--- config.mk ---
export PLATFORM = sky130hd
export DESIGN_NAME = imm_gen_pipe
export DESIGN_NICKNAME = d
export VERILOG_FILES = /design/src/rtl/imm_gen_pipe.sv
export SDC_FILE = /design/constraint.sdc
export NUM_CORES = 1
export LEC_CHECK = 0
export CAP_MARGIN = 20
export CELL_PAD_IN_SITES_DETAIL_PLACEMENT = 1
export CELL_PAD_IN_SITES_GLOBAL_PLACEMENT = 2
export CORE_UTILIZATION = 30
export DETAILED_ROUTE_END_ITERATION = 10
export PLACE_DENSITY = 0.83
export SLEW_MARGIN = 25
export SYNTH_ARGS = -nofsm -noshare
export SYNTH_HDL_FRONTEND = slang
export SYNTH_SLANG_ARGS = --single-unit
--- constraint.sdc ---
create_clock -name clk -period 8.4 [get_ports clk]
set_clock_uncertainty 0.1 [all_clocks]
set_input_delay 1.68 -clock clk [delete_from_list [all_inputs] [get_ports clk]]
set_output_delay 1.68 -clock clk [all_outputs]
set_load 0.1 [all_outputs]
--- src/rtl/imm_gen_pipe.sv ---
// Registered RV immediate generator (I/S/B/U/J) feeding a 2-entry skid buffer.
// Optional IMM_GEN_SHAMT_EN: shift-immediate opcodes yield only the zero-extended shamt.
module imm_gen_pipe #(
    parameter int XLEN = 32
) (
    input  logic            clk,
    input  logic            reset,
    input  logic            flush,
    input  logic            in_valid,
    output logic            in_ready,
    input  logic [31:0]     inst_in,
    output logic            out_valid,
    input  logic            out_ready,
    output logic [31:0]     inst_out,
    output logic [XLEN-1:0] imm_out,
    output logic [2:0]      imm_type
);

    generate
        if (XLEN != 32 && XLEN != 64) begin : g_bad_xlen
            $error("imm_gen_pipe: XLEN must be 32 or 64");
        end
    endgenerate

    typedef enum logic [1:0] {EMPTY, ONE, FULL} count_t;

    localparam logic [2:0] T_NONE = 3'd0;
    localparam logic [2:0] T_I    = 3'd1;
    localparam logic [2:0] T_S    = 3'd2;
    localparam logic [2:0] T_B    = 3'd3;
    localparam logic [2:0] T_U    = 3'd4;
    localparam logic [2:0] T_J    = 3'd5;

    count_t          count_reg;
    logic [31:0]     inst_reg [2];
    logic [XLEN-1:0] imm_reg  [2];
    logic [2:0]      type_reg [2];

    logic [31:0]     dec_imm32;
    logic [XLEN-1:0] dec_imm;
    logic [2:0]      dec_type;
    logic            push;
    logic            pop;

    always_comb begin
        dec_imm32 = '0;
        dec_type  = T_NONE;
        unique case (inst_in[6:0])
            7'b0000011, 7'b0010011, 7'b1100111: begin
                dec_imm32 = {{20{inst_in[31]}}, inst_in[31:20]};
                dec_type  = T_I;
            end
            7'b0100011: begin
                dec_imm32 = {{20{inst_in[31]}}, inst_in[31:25], inst_in[11:7]};
                dec_type  = T_S;
            end
            7'b1100011: begin
                dec_imm32 = {{19{inst_in[31]}}, inst_in[31], inst_in[7],
                             inst_in[30:25], inst_in[11:8], 1'b0};
                dec_type  = T_B;
            end
            7'b0110111, 7'b0010111: begin
                dec_imm32 = {inst_in[31:12], 12'b0};
                dec_type  = T_U;
            end
            7'b1101111: begin
                dec_imm32 = {{11{inst_in[31]}}, inst_in[31], inst_in[19:12],
                             inst_in[20], inst_in[30:21], 1'b0};
                dec_type  = T_J;
            end
            default: begin
                dec_imm32 = '0;
                dec_type  = T_NONE;
            end
        endcase
        dec_imm = XLEN'($signed(dec_imm32));
`ifdef IMM_GEN_SHAMT_EN
        // slli/srli/srai: keep only the shift amount, dropping funct7
        if (inst_in[6:0] == 7'b0010011 && inst_in[13:12] == 2'b01) begin
            dec_imm = (XLEN == 64) ? XLEN'(inst_in[25:20]) : XLEN'(inst_in[24:20]);
        end
`endif
    end

    // Ready/valid depend only on registered occupancy, never on out_ready.
    assign in_ready  = (count_reg != FULL);
    assign out_valid = (count_reg != EMPTY);
    assign push      = in_valid & in_ready;
    assign pop       = out_valid & out_ready;

    assign inst_out = inst_reg[0];
    assign imm_out  = imm_reg[0];
    assign imm_type = type_reg[0];

    always_ff @(posedge clk or posedge reset) begin
        if (reset) begin
            count_reg <= EMPTY;
            for (int i = 0; i < 2; i++) begin
                inst_reg[i] <= '0;
                imm_reg[i]  <= '0;
                type_reg[i] <= '0;
            end
        end else if (flush) begin
            count_reg <= EMPTY;
        end else begin
            unique case (count_reg)
                EMPTY: begin
                    if (push) begin
                        inst_reg[0] <= inst_in;
                        imm_reg[0]  <= dec_imm;
                        type_reg[0] <= dec_type;
                        count_reg   <= ONE;
                    end
                end
                ONE: begin
                    if (push && pop) begin
                        inst_reg[0] <= inst_in;
                        imm_reg[0]  <= dec_imm;
                        type_reg[0] <= dec_type;
                    end else if (push) begin
                        inst_reg[1] <= inst_in;
                        imm_reg[1]  <= dec_imm;
                        type_reg[1] <= dec_type;
                        count_reg   <= FULL;
                    end else if (pop) begin
                        count_reg   <= EMPTY;
                    end
                end
                FULL: begin
                    if (pop) begin
                        inst_reg[0] <= inst_reg[1];
                        imm_reg[0]  <= imm_reg[1];
                        type_reg[0] <= type_reg[1];
                        count_reg   <= ONE;
                    end
                end
                default: count_reg <= EMPTY;
            endcase
        end
    end

endmodule
==> impl_metrics.toml <==
[outcome]
status = "complete, no violations"

[synth]
ys_seq_area_share_pct = 51.4
yosysMostFrequentCell = "nand2_1"
synth_top_area_share_pct = 51.4
ys_types = 43
yosys_most_used_dff = "dfrtp_1"
synth_top_area_cell = "dfrtp_1"
syn_avg_cell_area_sq_um = 9.01
postSynthCellCount = 734
netlist_top_cells_count = "206 x nand2_1, 136 x dfrtp_1, 79 x nor2_1"
synthesis.area_sq_mm = 0.00662
synth_edf_count = 0
synthArstFlopShare_pct = 100
synth_area_leaders = "dfrtp_1 51%, nand2_1 12%, buf_4 8.1%"
ys_ff_latch = 136
synth_nets = 771
ys_warn_count = 0

[placed_design]
post-place-ws_ns = 4.15
portBuffers = 105
place_congestion = 0.736
dpl.hpwl_mm = 11.4
placedCellCount = 1007

[global_route]
grt.total_usage_pct = 17.7
antenna_found_initial = 0
grt_pass1_wl_mm = 30.0
grt_pass1_vias = 5292
grt_start_max_net_pins = 101
grt_overflow = 0

[cts]
cts_buffers = 17
clock_sinks = 136
clk_pin_slew_ns = 0.06
hold_buffers = 0
cts_tree = "yes"
ctsRootBufferMaster = "clkbuf_16"
cts.path.max_buffers = 2
clk_latency_ns = 0.43
cts_resized = 0
postCtsSetupBuffers = 0
htree_levels = 4

[worst_setup_path]
crit_chain = "nor2b_4 > inv_2 > clkdlybuf4s50_1"
cp-start-kind = "flip-flop"
cp.required_ns = 6.62
worst-path-max-fanout = 7
end_kind = "primary output"
slowest_stage = "clkdlybuf4s50_1"
crit_family = "buffers and inverters"
path_buf_inv = 2
path_class = "reg2out"
cp_slowest_stage_delay_ns = 1.14
crit_arrival_ns = 2.27

[power]
fin_total_pwr_mw = 2.34
p_leak_nw = 3.31
ir_drop_mv = 0.155
powerDensity_mw_per_mm2 = 297

[layout]
area_delta_synth_final_pct = 19.4
fin_cells = 1039
drive_above_1_share_pct = 9.69
diodes = 0
fin_nets = 788
n_fill_cell = 2427

[timing]
worstMarginPinSlew_ns = 1.01
slew_headroom_pct = 32.6
setup_viol = 0
rsz0062_at_grt = "false"
max_freq_mhz = 247
fin_crit_ns = 4.05
fin_setup_tns_ns = 0
fin_crit_sh_pct = 48.3
maxSlewViolCount = 0
hold_viol = 0
fin_ws_ns = 4.35

[die]
start_util_pct = 31.1
die-height_um = 150
fp.dieW_um = 150
coreArea_sq_mm = 0.0213
ios = 106
die_area_sq_mm = 0.0226
rows = 53

[route]
drt_iter0_markers = 209
vias = 5091
wl_per_cell_um = 18.0
vias_per_cell = 4.90
ant_nets = 0
wl_mm = 18.7
drtPass1Iterations = 4
drc = 0

[flow_run]
maxCapViolCount = 0

[worst_hold_path]
hold_path_class = "reg2reg"
[layout make-up]
| type | instances | area [sq um] | area share (%) |
|---|---|---|---|
| multi-input combinational | 482 | 2450 | 31.1 |
| clock inverter | 13 | 129 | 1.63 |
| tap | 275 | 344 | 4.36 |
| timing repair buffer | 111 | 1100 | 13.9 |
| sequential | 136 | 3400 | 43.1 |
| inverter | 3 | 16.3 | 0.206 |
| clock buffer | 19 | 453 | 5.74 |
[per-stage QoR]
stage / util, % / hold slack, ns / cell area, sq um
after CTS: 37.1 / 0.379 / 7890
final: 37.1 / 0.374 / 7900
after floorplan: - / 0.340 / 6620
after global routing: 37.1 / 0.400 / 7900
after detailed placement: 34.4 / 0.363 / 7310
after global placement: 34.4 / 0.358 / 7310
[logic make-up (layout without fill, tap and decap cells)]
group / after synthesis / count (layout) / share of synthesized area [%]
mux: 2 / 2 / 0.378
buf+inv: 116 / 146 / 12.0
flops: 136 / 136 / 51.4
compound gates: 131 / 131 / 13.3
simple gates: 349 / 349 / 22.9
[cell usage in the layout (no fill, tap or decap), types with 2 or more instances in the layout]
cell type        instances
a211oi_1                 9
a211oi_2                10
a21oi_1                 34
a21oi_2                  2
a22oi_1                  5
a31oi_1                 33
buf_4                    5
bufinv_16                2
clkbuf_16               17
clkbuf_8                 2
clkdlybuf4s50_1        105
clkinv_2                 6
clkinvlp_4               4
dfrtp_1                136
nand2_1                206
nand2b_1                 3
nand3_1                 21
nor2_1                  79
nor2_2                   2
nor2b_1                  3
nor3_1                  16
nor3_2                   7
o211ai_1                 8
o21ai_0                 11
o21ai_1                 10
or2_2                    2
[layer usage]
layer / GRT usage, % / vias to the layer above / part of all wire [%]
met4: 5.05 / 0 / 1.0
met2: 29.1 / 110 / 49
met3: 4.15 / 14 / 4.5
met1: 23.0 / 2553 / 46
met5: 0 / - / 0
li1: - / 2414 / -
[power by group]
part           internal (mW)  switching (mW)  total (mW)  leakage (nW)
clock network          0.449           0.298       0.747         0.280
registers              0.777          0.0732       0.851          1.67
logic                  0.179           0.566       0.745          1.37
[worst register-to-register path: stages (launching register included)]
cell	delay (ns)
dfrtp_1	0.44
nand2b_1	0.29
or3_2	0.49
buf_4	0.32
a21oi_2	0.57
a21oi_1	0.14
[worst paths after layout]
check	start	end	slack, ns	depth (start not counted)
min in group asynchronous	reset	inst_reg[1]	1.65	2
max	count_reg[0]	in_ready	4.35	3
max reg2reg	count_reg[1]	imm_reg[20]	5.89	5
max in group asynchronous	reset	imm_reg[31]	5.21	3
min reg2reg	inst_reg[11]	inst_reg[11]	0.37	2
min	inst_reg[11]	inst_reg[11]	0.37	2
Note: power is estimated with default switching activity, not from simulation.
==> edit 1, RTL diff (same settings) <==
`XLEN`: 32 -> 64.
--- a/src/rtl/imm_gen_pipe.sv
+++ b/src/rtl/imm_gen_pipe.sv
@@ -1,7 +1,7 @@
 // Registered RV immediate generator (I/S/B/U/J) feeding a 2-entry skid buffer.
 // Optional IMM_GEN_SHAMT_EN: shift-immediate opcodes yield only the zero-extended shamt.
 module imm_gen_pipe #(
-    parameter int XLEN = 32
+    parameter int XLEN = 64
 ) (
     input  logic            clk,
     input  logic            reset,
Interface: changed (resized imm_out); port bits go from 106 to 138. The function was not compared with the original's and may differ.
==> edit 1 against the original RTL <==
Via count increased by 3.5%. Power rose by 2.2%. Area after synthesis up 4.8%. Wire length rose by 1.2%. Count of clock-buffer cells in the layout is 1 higher. Critical endpoint is now imm_out[61]. Clock power decreased by 2.9%. Final area grew 5.5%. Setup slack lost 0.37 ns. Sequential cell count stayed put.
==> edit 1: results (changes against the original RTL) <==
sequential fraction of the synthesis area 49.1% (-2.4 points); max_slew headroom 29.7% (-2.9 points); Detailed Route WL 19,000 um (+1.2%); leakage power 3.49 nW (+5.5%); Crit-path slowest cell clkdlybuf4s50_1; CTS max path bufs 2 (unchanged); # setup viols final 0 (unchanged); delay of the slowest critical-path stage 1.29 ns (+0.15 ns); worst vdd ir 0.137 mV (-12%); Clock Latency Late Sink around 0.42 ns; Area contributors post-synth dfrtp_1 (49%), buf_4 (11%), nand2_1 (11%); fraction of layout cells with a size suffix above 1 9.36% (-0.32 points); Final HPWL DP 12,000 um (+5.5%); post-CTS setup buffers 0 (unchanged); GPL Wtd Cong 0.745 (+1.2%); total track usage 17.0% (-0.72 points); Commonest cells post-synth nand2_1 (198), dfrtp_1 (136), buf_4 (101); # fillers 2,579 (+6.3%); Largest delay share family, worst path buffers and inverters; diodes inserted 0 (unchanged); first-pass GRT wire length 31,200 um (+3.9%); asr flop ratio synth 100% (unchanged); via count 5,268 (+3.5%); post-synthesis cell type count 52 (+21%); CTS H-tree lvls 4 (unchanged); DR iter-0 viols 242 (+16%); vias in the first global route 5,664 (+7.0%); layout net count 826 (+4.8%); pin count of the biggest net entering global routing 75 (-26%); PostCTS Resize Cnt 0 (unchanged); syn_nets 809 (+4.9%); clk root buf clkbuf_16; crit path max fanout 34 (+27); Port Buffer Count 137 (+30%); critical path arrival 2.65 ns (+0.38 ns); status complete, no violations
## edit 1: worst paths after layout
kind                               from           to  slack [ns]  cells past startpoint
setup / recovery            imm_out[62]  imm_out[61]        3.97                      1
hold reg to reg             inst_reg[7]  inst_reg[7]        0.37                      2
setup reg to reg           count_reg[1]   imm_reg[9]        6.06                      5
max in group asynchronous         reset  imm_reg[12]        5.22                      3
min in group asynchronous         reset  type_reg[1]        1.65                      2
hold / removal              inst_reg[7]  inst_reg[7]        0.37                      2
## edit 1: metal layers
layer  up-vias  routed length [um]  GRT usage [%]
met4         0                 142           3.76
met3         9                 734           4.11
li1       2518                   -              -
met2       120                9240           28.8
met1      2621                8840           21.7
met5         -                   0              0
## edit 1: stage by stage
step	total power [mW]	std cells	cell area, um^2	worst slack (ns)
floorplan	1.56	772	6930	2.98
global placement	1.67	1054	7740	4.13
detailed placement	1.69	1054	7740	3.99
CTS	2.42	1085	8300	3.93
global route	2.50	1086	8330	3.81
finish	2.39	1086	8330	3.97
## edit 1: cells by family after synthesis
group / Yosys count / synth area share [%]
AND/OR/NAND/NOR: 327 / 19.9
buffers and inverters: 155 / 14.9
AO/OA/AOI/OAI: 151 / 15.6
flip-flops: 136 / 49.1
multiplexers: 3 / 0.541
## edit 1: cell type report
cell class,count,area [um^2],area share [%]
clock inverters,11,100,1.20
well taps,285,357,4.28
flip-flops and latches,136,3400,40.8
inverters,7,31.3,0.375
clock buffers,20,467,5.60
multi-input cells,481,2510,30.2
repair buffers,146,1460,17.5
## edit 1: worst register-to-register path: cells and delay by family, from the launching register on
family	cells	cell delay (ns)
simple gates	3	1.02
buf+inv	1	0.54
flops	1	0.43
compound gates	1	0.19
## edit 1: power breakdown
part           switching [mW]  internal (mW)
sequential             0.0752          0.782
combinational           0.616          0.197
clock                   0.297          0.428
total                   0.988           1.41
==> edit 2, RTL diff (same settings) <==
Without the edit above. Reset style: synchronous (`reset`), changed in one clocked block.
--- a/src/rtl/imm_gen_pipe.sv
+++ b/src/rtl/imm_gen_pipe.sv
@@ -92,7 +92,7 @@
     assign imm_out  = imm_reg[0];
     assign imm_type = type_reg[0];
 
-    always_ff @(posedge clk or posedge reset) begin
+    always_ff @(posedge clk) begin
         if (reset) begin
             count_reg <= EMPTY;
             for (int i = 0; i < 2; i++) begin
Function: differs if reset is asserted again (counterexample within 4 cycles, from zero or initial values and one cycle with reset high); with reset held inactive, the same outputs for 4 cycles.
==> edit 2 against the original RTL <==
The run now ends with DRC left. Sequential cell count unchanged. Hold slack improved by 0.043 ns. Wire length decreased by 30%. Final area decreased by 6.2%. Area after synthesis decreased by 15%. Register-to-register slack about the same. Global-route usage decreased by 3.0 points. Final cell count decreased by 30%. Setup slack improved by 0.11 ns.
Power is not compared: it rests on default switching activity, and its combinational part moved more than twofold at a synthesized area within 25%.
==> edit 2: results (changes against the original RTL) <==
Detailed Route WL 13,200 um (-30%); layout net count 522 (-34%); M1 GR Usage 20.1% (-2.9 points); GPL Wtd Cong 0.784 (+6.5%); fin cells 726 (-30%); met3 usage 4.39% (+0.23 points); number of synthesized flops with an enable pin 134 (+134); Port Buffer Count 105 (unchanged); Setup WS pre-CTS 4.02 ns (-0.129 ns); Final HPWL DP 8630 um (-24%); violated checks DRC; crit path max fanout 58 (+51); PostCTS Resize Cnt 0 (unchanged); DP Area 0.00687 mm^2 (-6.1%); Crit-path slowest cell buf_4; sequential fraction of the synthesis area 72.5% (+21 points); CTS max path bufs 2 (unchanged); CTS H-tree lvls 4 (unchanged); GR Util met2 22.3% (-6.8 points); fraction of layout cells with a size suffix above 1 11.7% (+2.0 points); hold crit path type flop to flop; Clock Latency Late Sink 0.41 ns (-0.02 ns); via count 3,467 (-32%); post-synthesis cell type count 43 (unchanged); Synth Flop Type edfxtp_1; clock slew at reported path FFs 0.05 ns; Syn Inst Count 379 (-48%); status complete, but fails checks; total track usage 14.7% (-3.0 points); post-CTS setup buffers 0 (unchanged); Comb. pwr 253 uW; initial antenna violation count 0 (unchanged); Synth Area in Adders 0% (unchanged); critical path arrival 3.88 ns (+1.61 ns); max_slew headroom 30.1% (-2.4 points); Commonest cells post-synth edfxtp_1 (134), a21o_1 (55), nand2_1 (36); delay of the slowest critical-path stage 0.68 ns (-0.46 ns); Synth Area in Compound Gates 13.6% (+0.34 points); number of CTS-inserted buffers 17 (unchanged); # fillers 1,842 (-24%); Area contributors post-synth edfxtp_1 (72%), a21o_1 (7.4%), and3_1 (2.9%); mux cell area share after synthesis 0.268% (-0.11 points); first-pass GRT wire length 21,300 um (-29%); pin count of the biggest net entering global routing 68 (-33%); vias in the first global route 3,692 (-30%); Yosys warning count 0 (unchanged); placed cells 695 (-31%); DR iter-0 viols 222 (+6.2%); DR pass1 iterations 9 (+5); detailed-route DRC error count 7 (+7); Net Sw Frac 27.1%; worst vdd ir 0.140 mV; syn_nets 416 (-46%); asr flop ratio synth 0% (-100 points)
==> edit 2: cell count changes in the layout (fill, tap and decap cells not counted), sizes merged, moves of 22 or more <==
| cell | unedited run | this run |
|---|---|---|
| a31oi | 33 | 2 |
| nor2 | 81 | 17 |
| a21o | 0 | 58 |
| nand2 | 207 | 36 |
| edfxtp | 0 | 134 |
| and3 | 0 | 27 |
| dfrtp | 136 | 0 |
| a21oi | 36 | 14 |
==> edit 2: layout make-up <==
type                            instances  area share (%)
Timing Repair Buffer                  109            14.6
Inverter                                7           0.355
Multi-Input combinational cell        214            19.0
Tap cell                              229            3.87
Sequential cell                       136            54.8
Clock buffer                           19            5.84
Clock inverter                         12            1.49
==> edit 2: worst paths after layout <==
check | slack [ns] | to | from | depth (start not counted)
worst max-delay path | 4.46 | imm_reg[0][19] | in_valid | 6
worst min-delay path | 0.42 | imm_reg[0][7] | imm_reg[1][7] | 1
worst max register to register | 5.90 | imm_reg[0][19] | count_reg[1] | 5
worst min register to register | 0.42 | imm_reg[0][7] | imm_reg[1][7] | 1
==> edit 2: critical path, delay by kind of cell <==
family | cells | cell delay [ns]
buffers and inverters | 3 | 1.49
AOI/OAI and AO/OA | 2 | 0.49
and+or+nand+nor | 1 | 0.14
==> edit 2: stage by stage <==
step / hold WS (ns) / power [mW] / util [%]
after CTS: 0.420 / 1.75 / 40.8
after global placement: 0.402 / 1.06 / 37.8
final: 0.418 / 1.74 / 40.8
after detailed placement: 0.405 / 1.06 / 37.8
after floorplan: 0.392 / 0.984 / -
after global routing: 0.431 / 1.79 / 40.8
==> edit 2: routing by layer <==
layer	vias to the layer above	wire, um
li1	1640	-
met3	11	635
met2	93	6010
met4	0	136
met1	1723	6390
met5	-	0
